## src/rtl/ahb_arbiter.sv

```systemverilog
// ahb_arbiter: AHB bus arbiter fed by the handover detector's `ho` pulse.
// Round-robin grant among requesting masters. The bus parks on DEF_MASTER
// when nobody requests. Locked sequences keep the grant until hlockx drops.
// Grant, address-phase owner and lock flag are all registered.
//
// Optional feature macro: ARB_FIXED_PRIO_EN
//   defined   -> lowest-index requester wins; the RR pointer stays at reset value
//   undefined -> round-robin search starting after the last winner
module ahb_arbiter #(
    parameter int NUM_MASTERS = 4,
    parameter int DEF_MASTER  = 0
) (
    input  logic                   hclk,
    input  logic                   hrst_n,
    input  logic [NUM_MASTERS-1:0] hbusreq,
    input  logic [NUM_MASTERS-1:0] hlockx,
    input  logic                   hready,
    input  logic                   ho,
    output logic [NUM_MASTERS-1:0] hgrant,
    output logic [3:0]             hmaster,
    output logic                   hmastlock
);

    localparam int IW = $clog2(NUM_MASTERS);

    typedef logic [IW-1:0] idx_t;
    typedef logic [IW:0]   pos_t;

    typedef enum logic [1:0] {
        PARK   = 2'd0,
        OWNED  = 2'd1,
        LOCKED = 2'd2
    } state_t;

    // One-hot vector with a single bit set at index i.
    function automatic logic [NUM_MASTERS-1:0] onehot(input idx_t i);
        logic [NUM_MASTERS-1:0] v;
        v    = '0;
        v[i] = 1'b1;
        return v;
    endfunction

    localparam idx_t                   DEF_IDX   = idx_t'(DEF_MASTER);
    localparam logic [NUM_MASTERS-1:0] DEF_GRANT = onehot(DEF_IDX);
    localparam pos_t                   NUM_POS   = pos_t'(NUM_MASTERS);

    // Elaboration-time parameter sanity checks.
    generate
        if (NUM_MASTERS < 2 || NUM_MASTERS > 16) begin : g_bad_num
            $error("ahb_arbiter: NUM_MASTERS must be in 2..16");
        end
        if (DEF_MASTER < 0 || DEF_MASTER >= NUM_MASTERS) begin : g_bad_def
            $error("ahb_arbiter: DEF_MASTER must be < NUM_MASTERS");
        end
    endgenerate

    state_t                 state;
    state_t                 state_n;
    logic [NUM_MASTERS-1:0] grant_n;
    idx_t                   ptr;
    idx_t                   ptr_n;
    idx_t                   cur;
    logic                   win_found;
    idx_t                   win_idx;
    logic                   win_lock;

    // Encode the current one-hot grant to the index of its owner.
    always_comb begin
        cur = DEF_IDX;
        for (int i = 0; i < NUM_MASTERS; i++) begin
            if (hgrant[i]) begin
                cur = idx_t'(i);
            end
        end
    end

`ifdef ARB_FIXED_PRIO_EN
    // Fixed priority: the lowest-index requester wins.
    always_comb begin
        win_found = 1'b0;
        win_idx   = DEF_IDX;
        for (int i = NUM_MASTERS - 1; i >= 0; i--) begin
            if (hbusreq[i]) begin
                win_found = 1'b1;
                win_idx   = idx_t'(i);
            end
        end
    end
`else
    // Round-robin: scan from ptr+1 upward with wrap; ptr itself is checked
    // last so a lone requester can be re-granted.
    always_comb begin
        pos_t pos;
        win_found = 1'b0;
        win_idx   = DEF_IDX;
        pos       = '0;
        for (int k = 1; k <= NUM_MASTERS; k++) begin
            pos = {1'b0, ptr} + pos_t'(k);
            if (pos >= NUM_POS) begin
                pos = pos - NUM_POS;
            end
            if (!win_found && hbusreq[pos[IW-1:0]]) begin
                win_found = 1'b1;
                win_idx   = pos[IW-1:0];
            end
        end
    end
`endif

    assign win_lock = hlockx[win_idx];

    // Next-state logic. Everything holds while hready is low.
    always_comb begin
        state_n = state;
        grant_n = hgrant;
        ptr_n   = ptr;
        if (hready) begin
            case (state)
                PARK: begin
                    grant_n = DEF_GRANT;
                    if (win_found) begin
                        grant_n = onehot(win_idx);
`ifndef ARB_FIXED_PRIO_EN
                        ptr_n   = win_idx;
`endif
                        state_n = win_lock ? LOCKED : OWNED;
                    end
                end
                OWNED: begin
                    // Re-arbitrate on handover or when the owner stops asking.
                    if (ho || !hbusreq[cur]) begin
                        if (win_found) begin
                            grant_n = onehot(win_idx);
`ifndef ARB_FIXED_PRIO_EN
                            ptr_n   = win_idx;
`endif
                            state_n = win_lock ? LOCKED : OWNED;
                        end else begin
                            grant_n = DEF_GRANT;
                            state_n = PARK;
                        end
                    end
                end
                LOCKED: begin
                    // Grant is pinned until the owner drops its lock; the
                    // next arbitration happens from OWNED on a later cycle.
                    if (!hlockx[cur]) begin
                        state_n = OWNED;
                    end
                end
                default: begin
                    grant_n = DEF_GRANT;
                    state_n = PARK;
                end
            endcase
        end
    end

    // State, grant and pointer registers.
    always_ff @(posedge hclk) begin
        if (!hrst_n) begin
            state  <= PARK;
            hgrant <= DEF_GRANT;
            ptr    <= DEF_IDX;
        end else begin
            state  <= state_n;
            hgrant <= grant_n;
            ptr    <= ptr_n;
        end
    end

    // Address-phase owner follows the grant one hready-high cycle later.
    always_ff @(posedge hclk) begin
        if (!hrst_n) begin
            hmaster   <= 4'(DEF_IDX);
            hmastlock <= 1'b0;
        end else if (hready) begin
            hmaster   <= 4'(cur);
            hmastlock <= hlockx[cur];
        end
    end

endmodule

```

## config.mk

```make
export PLATFORM = sky130hd
export DESIGN_NAME = ahb_arbiter
export DESIGN_NICKNAME = d
export VERILOG_FILES = /design/src/rtl/ahb_arbiter.sv
export SDC_FILE = /design/constraint.sdc
export NUM_CORES = 1
export LEC_CHECK = 0
export ABC_AREA = 1
export CAP_MARGIN = 10
export CORE_MARGIN = 4
export CORE_UTILIZATION = 25
export DETAILED_ROUTE_END_ITERATION = 12
export GPL_ROUTABILITY_DRIVEN = 1
export GPL_TIMING_DRIVEN = 0
export PLACE_DENSITY = 0.56
export SYNTH_ARGS = -nofsm -noshare
export SYNTH_HDL_FRONTEND = slang
export SYNTH_SLANG_ARGS = --single-unit
export TNS_END_PERCENT = 100
```

## constraint.sdc

```tcl
create_clock -name hclk -period 3 [get_ports hclk]
set_input_delay 0.45 -clock hclk [delete_from_list [all_inputs] [get_ports hclk]]
set_output_delay 0.45 -clock hclk [all_outputs]
set_load 0.02 [all_outputs]
```

; After elaboration in Yosys (flattened, before gate mapping)
; Cells that the tools add are included.
; W data, S select, Z words.
[op_classes]
n_addsub = 8
order_cmp = 11
eq_ne = 5
n_mux = 43
bitwise_logic = 1
n_reduce_logical = 14
[ops]
columns = cell, count
row1 = $mux W2, 17
row2 = $lt A2 B3 Y1 const B, 6
row3 = $bmux W1 S2, 7
row4 = $mux W1, 13
row5 = $ge A3 B3 Y1 const B, 4
row6 = $pmux W4 S3, 1
row7 = $mux W4, 2
row8 = $sub A2 B1 Y2 const B, 4
row9 = $add A2 B2 Y3 const B, 2
row10 = $ne A2 B2 Y1 const B, 3
row11 = $pmux W2 S3, 1
row12 = $reduce_and A3 Y1, 2
row13 = $logic_and A1 B1 Y1, 4
row14 = $logic_not A1 Y1, 4
row15 = $pmux W2 S2, 1
row16 = $reduce_and A4 Y1, 1
row17 = $add A2 B1 Y3 const B, 1
row18 = $add A2 B3 Y3 const B, 1
row19 = $demux W1 S2, 1
row20 = $eq A2 B1 Y1 const B, 1
row21 = $eq A2 B2 Y1 const B, 1
row22 = $ge A2 B1 Y1 const B, 1
row23 = $logic_not A2 Y1, 1
row24 = $reduce_bool A2 Y1, 1
row25 = 2 further kinds, 2
[totals]
ff_bits = 11
inputBits = 12
wordCells = 87

; Logic depth before layout (Yosys ltp)
[depth]
ltp_word = 22
ltp_mapped = 16

; Worst setup path after synthesis
; OpenSTA, ideal clock, no wires.
[synth_path]
path_kind = register -> register
startpoint = register hgrant[2]
endpoint = register hgrant[0]
setup_time_ns = 0.138
arrival_time_ns = 1.442
slack_ns = 1.420
path_stages_with_launch = 12
path_buffers = 0
period_less_slack_ns = 1.580
cell_sequence = dfxtp_1 > inv_1 > nand2_1 > nand2_1 > nand2_1 > o21ai_0 > nand2_1 > nand4_1 > nand2_1 > inv_1 > o21ai_0 > o211ai_1
[synth_between]
elab_chain_len = 8
[synth_rtl]
columns = item, line
row1 = "start, declared", 19  ; output logic [NUM_MASTERS-1:0] hgrant,
row2 = "start signal, assigned", 167  ; hgrant <= grant_n;
row3 = $mux W2 (2 in series), 71  ; if (hgrant[i]) begin
row4 = $bmux W1 S2, 131  ; if (ho || !hbusreq[cur]) begin
row5 = $mux W1 (not written as such), 131
row6 = $logic_not A1 Y1, 131
row7 = $logic_or A1 B1 Y1, 131
row8 = $ne A2 B2 Y1 (no line), -
row9 = $reduce_and A3 Y1 (no line), -
; No other way between the ends. The select of a mux whose other input is x is not followed.
; A chain may end at the register's enable or synchronous reset.

; Worst setup path after layout
[layout_path]
startpoint = input hbusreq[0]
endpoint = register state[1]
[layout_between]
elab_chain_len = 18
word_cells_on_any_way = 36
cone_classes = eq/ne (2) / mux (25) / reduce/logical (9)
[layout_rtl]
columns = item, line
row1 = "start, declared", 15  ; input logic [NUM_MASTERS-1:0] hbusreq,
row2 = $bmux W1 S2, 102  ; if (!win_found && hbusreq[pos[IW-1:0]]) begin
row3 = $mux W1 (not written as such), 102
row4 = $mux W1, 102
row5 = $logic_not A1 Y1, 102
row6 = $logic_and A1 B1 Y1, 102
row7 = $mux W1, 102
row8 = $logic_not A1 Y1, 102
row9 = $logic_and A1 B1 Y1, 102
row10 = [... 2 more ...], -
row11 = $logic_and A1 B1 Y1, 102
row12 = $mux W2, 102
row13 = $bmux W1 S2, 110  ; assign win_lock = hlockx[win_idx];
row14 = $mux W1 (not written as such), 110
row15 = $mux W2, "126, 137"
row16 = $mux W2, 132  ; if (win_found) begin
row17 = $mux W2, 131
row18 = $pmux W2 S3, 118  ; case (state)
row19 = "end signal, assigned", 166  ; state <= state_n;
row20 = "end, declared", 57  ; state_t state;
; Several ways; a longest one is shown, not always the timed one. The select of a mux whose other input is x is not followed.

==> flow_summary.toml <==
[sta]
final_max_slew_viol_count = 0
final.min_clock_period_ns = 1.99
layout_setup_ws_ns = 1.01
slew-limit-headroom_pct = 65.4
tns_ns = 0
worstMarginPinSlew_ns = 0.513
clock-skew-final_ns = 0.000794
period_share_pct = 66.2
clock.fmax_mhz = 503
rsz0062_at_grt = "false"
finalSetupViolations = 0
hold_violations = 0

[synth]
synth_top_area_cell = "dfxtp_1"
yosysSeqAreaShare_pct = 23.8
synth_common_cells = "nand2_1 (53), inv_1 (17), nand3_1 (14), nand2_2 (13), a21oi_1 (12)"
synth_top_cell_area_share_pct = 23.8
synth.most_common_cell = "nand2_1"
yosys_register_bits = 11
synth_area_leaders = "dfxtp_1 (24%), nand2_1 (21%), nand2_2 (8.8%)"
ys.flop_type = "dfxtp_1"
synth_edf_count = 0
yosysUniqueCellTypes = 24
syn_area_um2 = 926
ys_async_sr_fraction_pct = 0
synth_area_per_cell_um2 = 5.97
ys_warn_count = 0
syn_inst = 155

[placement]
place.gp.congestion = 0.800
place_ws_ns = 0.766
dp_hpwl_mm = 1.89
dp.cells = 220
port_buffers = 18

[grt]
grt_start_max_net_pins = 11
grt_pass1_vias = 904
antenna_found_initial = 0
groute.usage.overall_pct = 11.2
overflow = 0
grt_pass1_wl_mm = 4.02

[critical_path]
arrival_ns = 2.16
reg2regPathDepth = 15
worstPathMaxFanout = 4
critPathRequiredTime_ns = 3.18
crit_path_start_kind = "primary input"
crit_path_end_kind = "flip-flop"
crit_type = "in2reg"

[detailed_routing]
via_per_inst = 4.39
ant_nets = 0
drt_iter0_markers = 65
drt_wl_total_mm = 2.35
routedWlPerCell_um = 10.5
drtPass1Iterations = 4
vias = 983
drcViolationCount = 0

[power]
p_comb_share_pct = 70.5
p_switching_mw = 0.758
finalPower_mw = 1.43
netSwitchingFraction_pct = 53.0
p_per_area_mw_per_mm2 = 1180
intPower_mw = 0.673
p_leak_nw = 0.584
power.share.clock_pct = 10.7
ir_drop_uv = 370
p_seq_share_pct = 18.8

[cts]
cts_resized = 0
cts_hold_buf = 0
cts_sinks = 11
cts_tree = "built"
path_clk_slew_ns = 0.05
clockBufferDepth = 2
htree_levels = 1
clk_latency_ns = 0.24
cts_inserted_buffers = 3
cts-root-buf = "clkbuf_8"
cts_setup_buffers = 0

[die]
die_w_um = 68.9
die_height_um = 68.9
core_mm2 = 0.00344
initial_core_util_pct = 26.9
rows = 21
die_area_mm2 = 0.00474
io_pins = 21

[finish]
syn2layout_area_growth_pct = 31.1
fin_nets = 191
fillCellCount = 388
multi_input_area_um2 = 601
regArea_um2 = 220
final_cells = 224
layout-drive-gt1-share_pct = 19.1
diodes = 0
fin_util_pct = 35.3

[flow_run]
cap_viol_max_count = 0

[run_status]
outcome = "finished clean"

[hold_path]
hold_class = "reg2reg"
worstHoldPathCells = 2
-- registers in the layout, indices dropped and copies added (netlist names) --
name / flops
ptr: 2
hgrant: 4
hmaster: 2
state: 2
hmastlock: 1
-- path summary, 6_finish.rpt --
| check | from | endpoint | slack, ns |
|---|---|---|---|
| worst max-delay path | hbusreq[0] | state[1] | 1.01 |
| worst min-delay path | hgrant[0] | hgrant[0] | 0.50 |
| worst max register to register | ptr[1] | state[1] | 1.21 |
| worst min register to register | hgrant[0] | hgrant[0] | 0.50 |
-- cell families (layout without fill, tap and decap cells) --
family / after synthesis / count (layout) / synth area share (%)
AO/OA/AOI/OAI: 25 / 25 / 15.1
buffers and inverters: 25 / 47 / 11.8
flip-flops: 11 / 11 / 23.8
other: 1 / 2 / 0.405
AND/OR/NAND/NOR: 93 / 93 / 48.9
-- metrics by stage --
step           instance area, um2  hold WS (ns)
2_1_floorplan                 930         0.468
5_1_grt                      1210         0.519
3_5_place_dp                 1170         0.476
3_3_place_gp                 1170         0.468
4_1_cts                      1210         0.498
6_report                     1210         0.496
-- cells in the final DEF, fill, tap and decap left out, drive strengths merged --
| cell | count |
|---|---|
| o21ai | 7 |
| clkbuf | 3 |
| conb | 2 |
| nand2 | 67 |
| o211ai | 2 |
| o21a | 1 |
| o22ai | 1 |
| nand4 | 2 |
| o21bai | 1 |
| inv | 22 |
| clkinv | 1 |
| nor2 | 7 |
| a21oi | 13 |
| nand3 | 16 |
| buf | 3 |
| dfxtp | 11 |
| nor3 | 1 |
| clkdlybuf4s50 | 18 |
-- worst max-delay path, stage by stage --
cell and delay (ns):
clkdlybuf4s50_1 0.54, nand2_1 0.07, nand2_1 0.12, nand2_2 0.07
nand2_2 0.09, nand2_2 0.07, nand3_1 0.13, nand2_2 0.09
nor2_4 0.09, nor2_2 0.04, nand2_1 0.05, nand2_1 0.07
nor2_1 0.09, nand2_1 0.07, a21oi_2 0.11
-- power by group through the flow --
stage / sequential [mW] / combinational [mW] / clock (mW)
final: 0.269 / 1.01 / 0.153
after global routing: 0.279 / 1.15 / 0.166
after CTS: 0.269 / 1.02 / 0.158
after detailed placement: 0.271 / 1.01 / 0
after global placement: 0.272 / 1.02 / 0
after floorplan: 0.295 / 0.764 / 0
-- cell type report --
class | count | area share (%)
Multi-Input combinational cell | 120 | 49.5
Inverter | 22 | 6.80
Tap cell | 46 | 4.74
Sequential cell | 11 | 18.1
Timing Repair Buffer | 18 | 14.8
Clock buffer | 3 | 3.40
Buffer | 3 | 2.16
Clock inverter | 1 | 0.412
-- metal layers --
layer,global-route usage [%],share of wire (%)
met5,0,0
met4,2.19,0.64
met3,3.24,4.1
met2,16.7,42
met1,15.9,53
No activity file was read; power rests on OpenSTA's default activity.
==> patch 1, RTL diff (same settings) <==
Build with the macro `ARB_FIXED_PRIO_EN` defined.
--- a/src/rtl/ahb_arbiter.sv
+++ b/src/rtl/ahb_arbiter.sv
@@ -7,4 +7,6 @@
 //   defined   -> lowest-index requester wins; the RR pointer stays at reset value
 //   undefined -> round-robin search starting after the last winner
+`define ARB_FIXED_PRIO_EN
+
 module ahb_arbiter #(
     parameter int NUM_MASTERS = 4,
Behaviour: not the same (Yosys sat finds a counterexample within 4 cycles, from zero or initial values and one cycle with hrst_n low).
==> patch 1 against the unedited design <==
Routed wire length is 31% lower. Sequential cell count decreased by 2. Critical path depth decreased by 14. Design area decreased by 23%. Clock skew up 0.79 ps. Highest routed layer is now met3. Synthesized area shrank 26%. Setup slack gained 220 ps.
Power is left out: it rests on default switching activity, and per cell area and clock period it moved more than threefold.
==> patch 1: results (changes against the unedited design) <==
| Metric | Value |
|---|---|
| Result of the run | complete, no violations (unchanged) |
| Gate count after technology mapping | 115 (was 155) |
| Worst R2R Path Depth | 10 (was 15) |
| Setup slack, reg-to-reg | 1690 ps (was 1210 ps) |
| Endpoint of the most critical setup path | hgrant[1] (was state[1]$_SDFFE_PN0P_) |
| Top cells by count, synth | sky130_fd_sc_hd__nand2_1 (30), sky130_fd_sc_hd__nor2_1 (18), sky130_fd_sc_hd__inv_1 (13), sky130_fd_sc_hd__dfxtp_1 (9), sky130_fd_sc_hd__nand3_1 (9) (was sky130_fd_sc_hd__nand2_1 (53), sky130_fd_sc_hd__inv_1 (17), sky130_fd_sc_hd__nand3_1 (14), sky130_fd_sc_hd__nand2_2 (13), sky130_fd_sc_hd__a21oi_1 (12)) |
| Dominant cells by area after synthesis | sky130_fd_sc_hd__dfxtp_1 (26%), sky130_fd_sc_hd__nand2_1 (16%), sky130_fd_sc_hd__nor2_1 (9.8%) (was sky130_fd_sc_hd__dfxtp_1 (24%), sky130_fd_sc_hd__nand2_1 (21%), sky130_fd_sc_hd__nand2_2 (8.8%)) |
| CP Launch Point | hgrant[1]$_SDFFE_PN0P_ (was hbusreq[0]) |
| Ratio of cells with drive above 1 in the final layout | 0.1739 (was 0.1910) |
| Clock root buffer | sky130_fd_sc_hd__clkbuf_4 (was sky130_fd_sc_hd__clkbuf_8) |
| End of the worst register-to-register path | state[0]$_SDFFE_PN0P_ (was state[1]$_SDFFE_PN0P_) |
| Final routed wirelength across all metal layers | 1.626 mm (was 2.352 mm) |
| Mean routed wirelength per cell | 9.679 µm (was 10.50 µm) |
| Count of fill cells added during filler insertion | 292 (was 388) |
| Final period util | 0.5877 (was 0.6622) |
| Synthesis-to-layout area growth | 36.07% (was 31.08%) |
| Data arrival time of the critical path | 1310 ps (was 2160 ps) |
| Number of cells after detailed placement | 164 (was 220) |
| Critical-path top delay cell | sky130_fd_sc_hd__clkdlybuf4s50_1 (unchanged) |
| Cell family with the largest share of critical-path delay | buffers and inverters (was simple AND/OR/NAND/NOR gates) |
| Post-synth cell types | 21 (was 24) |
| Crit path largest cell delay | 640 ps (was 540 ps) |
| Fraction of registers with async set/reset | 0 (unchanged) |
| Final hold slack | 476.3 ps (was 495.7 ps) |
| Maximum net fanout on the critical path | 5 (was 4) |
| Number of DRC markers in iteration 0 | 7 (was 65) |
==> patch 1: cell types whose count changed after synthesis, moves of 2 or more <==
cell / unedited run / this run
sky130_fd_sc_hd__o211ai_1: 2 / 0
sky130_fd_sc_hd__o21ai_0: 6 / 4
sky130_fd_sc_hd__nand3_2: 2 / 0
sky130_fd_sc_hd__nand3_1: 14 / 9
sky130_fd_sc_hd__nand2_1: 53 / 30
sky130_fd_sc_hd__nor2_1: 2 / 18
sky130_fd_sc_hd__nand2_2: 13 / 5
sky130_fd_sc_hd__inv_1: 17 / 13
sky130_fd_sc_hd__dfxtp_1: 11 / 9
sky130_fd_sc_hd__a21oi_1: 12 / 5
sky130_fd_sc_hd__nor2_4: 3 / 0
sky130_fd_sc_hd__nor2_2: 2 / 4
==> patch 1: tightest hold or removal path, stage by stage, from the launching register on <==
cell and delay, ps:
sky130_fd_sc_hd__dfxtp_1 330, sky130_fd_sc_hd__nand2_1 60, sky130_fd_sc_hd__nand3_1 60
==> patch 1: logic make-up (layout without fill, tap and decap cells) <==
group                  count (synthesis)  count (layout)  synth area share
AND/OR/NAND/NOR                       72              72            0.5064
buffers and inverters                 21              43            0.1275
AO/OA/AOI/OAI                         12              12           0.09835
flip-flops                             9               9            0.2623
other                                  1               2          0.005459
==> patch 1: cell type report <==
class / instances / share of cell area
Multi-Input combinational cell: 86 / 0.4525
Sequential cell: 9 / 0.1928
Timing Repair Buffer: 18 / 0.1928
Inverter: 18 / 0.07229
Tap cell: 30 / 0.04016
Clock buffer: 4 / 0.02811
Buffer: 3 / 0.02142
==> patch 1: per-layer routing <==
layer / GRT usage / up-vias / wire, µm
met5: 0 / - / 0
met4: 0.03715 / 0 / 0
met3: 0.04468 / 0 / 68
met2: 0.1435 / 10 / 718
met1: 0.1325 / 296 / 838
li1: - / 399 / -
==> patch 2, RTL diff (same settings) <==
Without the edit above. Re-encode `state_t` (3 states) as one-hot, 3 bits wide.
--- a/src/rtl/ahb_arbiter.sv
+++ b/src/rtl/ahb_arbiter.sv
@@ -27,8 +27,8 @@
     typedef logic [IW:0]   pos_t;
 
-    typedef enum logic [1:0] {
-        PARK   = 2'd0,
-        OWNED  = 2'd1,
-        LOCKED = 2'd2
+    typedef enum logic [2:0] {
+        PARK   = 3'b001,
+        OWNED  = 3'b010,
+        LOCKED = 3'b100
     } state_t;
 
Behaviour: same outputs for any inputs over 10 cycles, from zero or initial values and one cycle with hrst_n low; not proved beyond that.
==> patch 2 against the unedited design <==
Setup slack better by 10 ps. Sequential power down 3%. Sequential cell count up 1. Synthesized area up 14%. Design area up 11%. Routed wire length up 6.0%. Power down 3.5%. Worst hold slack worse by 23 ps. Via count up 9.4%. Count of clock-buffer cells in the layout unchanged. Critical path type unchanged. Critical endpoint is now state[2]$_SDFFE_PN0P_. Largest cell class unchanged.
==> patch 2: results (changes against the unedited design) <==
| Metric | Value |
|---|---|
| Estimated wirelength of the detail-placed design | 2.080 mm (was 1.894 mm) |
| Top cells by count, synth | sky130_fd_sc_hd__nand2_1 (44), sky130_fd_sc_hd__inv_1 (19), sky130_fd_sc_hd__nand3_1 (15), sky130_fd_sc_hd__nand2_2 (14), sky130_fd_sc_hd__dfxtp_1 (12) (was sky130_fd_sc_hd__nand2_1 (53), sky130_fd_sc_hd__inv_1 (17), sky130_fd_sc_hd__nand3_1 (14), sky130_fd_sc_hd__nand2_2 (13), sky130_fd_sc_hd__a21oi_1 (12)) |
| Fraction of registers with async set/reset | 0 (unchanged) |
| Mean routed wirelength per cell | 10.38 µm (was 10.50 µm) |
| Result of the run | complete, no violations (unchanged) |
| Startpoint of the most critical hold path | hgrant[0]$_SDFFE_PN1P_ (unchanged) |
| Final clock skew | 1.254 ps (was 0.7943 ps) |
| Hold crit path type | register to register (unchanged) |
| Worst reg2reg startpoint | hgrant[1]$_SDFFE_PN0P_ (was ptr[1]$_SDFFE_PN0P_) |
| Source-to-sink clock delay at the later pin of the worst-skew pair | 240 ps (about the same) |
| Number of DRC markers in iteration 0 | 33 (was 65) |
| Clock Tree Buf Depth | 2 (unchanged) |
| End of the worst register-to-register path | hgrant[1]$_SDFFE_PN0P_ (was state[1]$_SDFFE_PN0P_) |
| Post-CTS Resized | 0 (unchanged) |
| Post-synth cell types | 27 (was 24) |
| Net total in the final layout | 204 (was 191) |
| Clock-pin slew reported for the worst setup and hold paths after clock tree synthesis | 50 ps (about the same) |
| Total number of vias | 1075 (was 983) |
| Worst R2R Path Depth | 10 (was 15) |
| Dominant cells by area after synthesis | sky130_fd_sc_hd__dfxtp_1 (23%), sky130_fd_sc_hd__nand2_1 (16%), sky130_fd_sc_hd__nand2_2 (8.3%) (was sky130_fd_sc_hd__dfxtp_1 (24%), sky130_fd_sc_hd__nand2_1 (21%), sky130_fd_sc_hd__nand2_2 (8.8%)) |
| Overall routing resource usage | 0.1015 (was 0.1116) |
| Final Wtd Congestion | 0.8489 (was 0.8003) |
| Synthesis warning total | 0 (unchanged) |
| Port-buffer cells | 18 (unchanged) |
| Number of buffers created by CTS | 3 (unchanged) |
| Required time reported for the critical path endpoint | 3120 ps (was 3180 ps) |
| Ratio of cells with drive above 1 in the final layout | 0.2000 (was 0.1910) |
| Static Leak | 0.6317 nW (was 0.5842 nW) |
| Proportion of synthesized chip area in sequential cells | 0.2278 (was 0.2378) |
| Setup repair bufs after CTS | 0 (unchanged) |
| Worst Hold End | hgrant[0]$_SDFFE_PN1P_ (unchanged) |
| Vias in the first global route | 1031 (was 904) |
| Regs by FF count | hgrant x4, state x3 |
| First-pass GRT wire length | 4.305 mm (was 4.022 mm) |
| Ys flop type | sky130_fd_sc_hd__dfxtp_1 (unchanged) |
| Max rail drop VDD | 0.4914 mV (was 0.3704 mV) |
-- patch 2: changes by cell type after synthesis, sizes merged, moves of 2 or more --
| cell | change |
|---|---|
| nand4 | +2 |
| nand3 | +3 |
| inv | +3 |
| o21ai | +3 |
| nor2 | +5 |
| nand2 | -6 |
-- patch 2: per-stage QoR --
step	util	setup WS, ps	instance area (µm²)	std cells	hold WS, ps
after floorplan	-	1436	1059	169	452.1
after global placement	0.3230	766.7	1301	237	463.8
after detailed placement	0.3230	771.6	1301	237	464.6
after CTS	0.3332	1018	1343	240	476.0
after global routing	0.3332	859.4	1343	240	517.8
final	0.3332	1023	1343	240	472.6
-- patch 2: worst max-delay path by stage --
stage,from,to,cells after the start
6_report,hbusreq[3],state[2]$_SDFFE_PN0P_,13
5_1_grt,hbusreq[3],state[2]$_SDFFE_PN0P_,13
4_1_cts,hbusreq[3],state[2]$_SDFFE_PN0P_,13
3_5_place_dp,hbusreq[3],state[2]$_SDFFE_PN0P_,13
3_3_place_gp,hbusreq[0],state[1]$_SDFFE_PN0P_,10
2_1_floorplan,hgrant[1]$_SDFFE_PN0P_,hgrant[1]$_SDFFE_PN0P_,10
-- patch 2: worst max-delay path, cell delays in order --
cell and delay, ps:
sky130_fd_sc_hd__clkdlybuf4s50_1 450, sky130_fd_sc_hd__inv_1 100, sky130_fd_sc_hd__nand2_1 60, sky130_fd_sc_hd__nand3_1 110
sky130_fd_sc_hd__nand2_1 140, sky130_fd_sc_hd__nor2_8 160, sky130_fd_sc_hd__nand2_1 60, sky130_fd_sc_hd__nor2_1 130
sky130_fd_sc_hd__inv_1 70, sky130_fd_sc_hd__nand2_2 120, sky130_fd_sc_hd__nand3_1 110, sky130_fd_sc_hd__nand3_2 90
sky130_fd_sc_hd__a21oi_2 40
-- patch 2: final cells by class --
type	count	area (µm²)
buffer	3	26.28
inverter	25	93.84
clock buffer	3	41.29
multi-input combinational	129	698.2
tap	50	62.56
sequential	12	240.2
timing repair buffer	18	180.2
fill	428	2686
-- patch 2: cell families (layout without fill, tap and decap cells) --
| group | Yosys count | after routing | synth area share |
|---|---|---|---|
| buf+inv | 28 | 49 | 0.1139 |
| flops | 12 | 12 | 0.2278 |
| other cells | 1 | 2 | 0.003555 |
| simple gates | 99 | 99 | 0.5006 |
| compound gates | 28 | 28 | 0.1542 |
-- patch 2: power by group --
group / internal (mW) / switching (mW) / total [mW]
Combinational: 0.353 / 0.625 / 0.978
Sequential: 0.213 / 0.0486 / 0.261
Clock: 0.0880 / 0.0541 / 0.142
-- patch 2: routing by layer --
layer / track usage / wire [µm] / vias to the layer above
met5: 0 / 0 / -
met4: 0.04508 / 56 / 0
met3: 0.01515 / 69 / 8
met2: 0.1764 / 1231 / 18
met1: 0.1228 / 1135 / 463
li1: - / - / 586
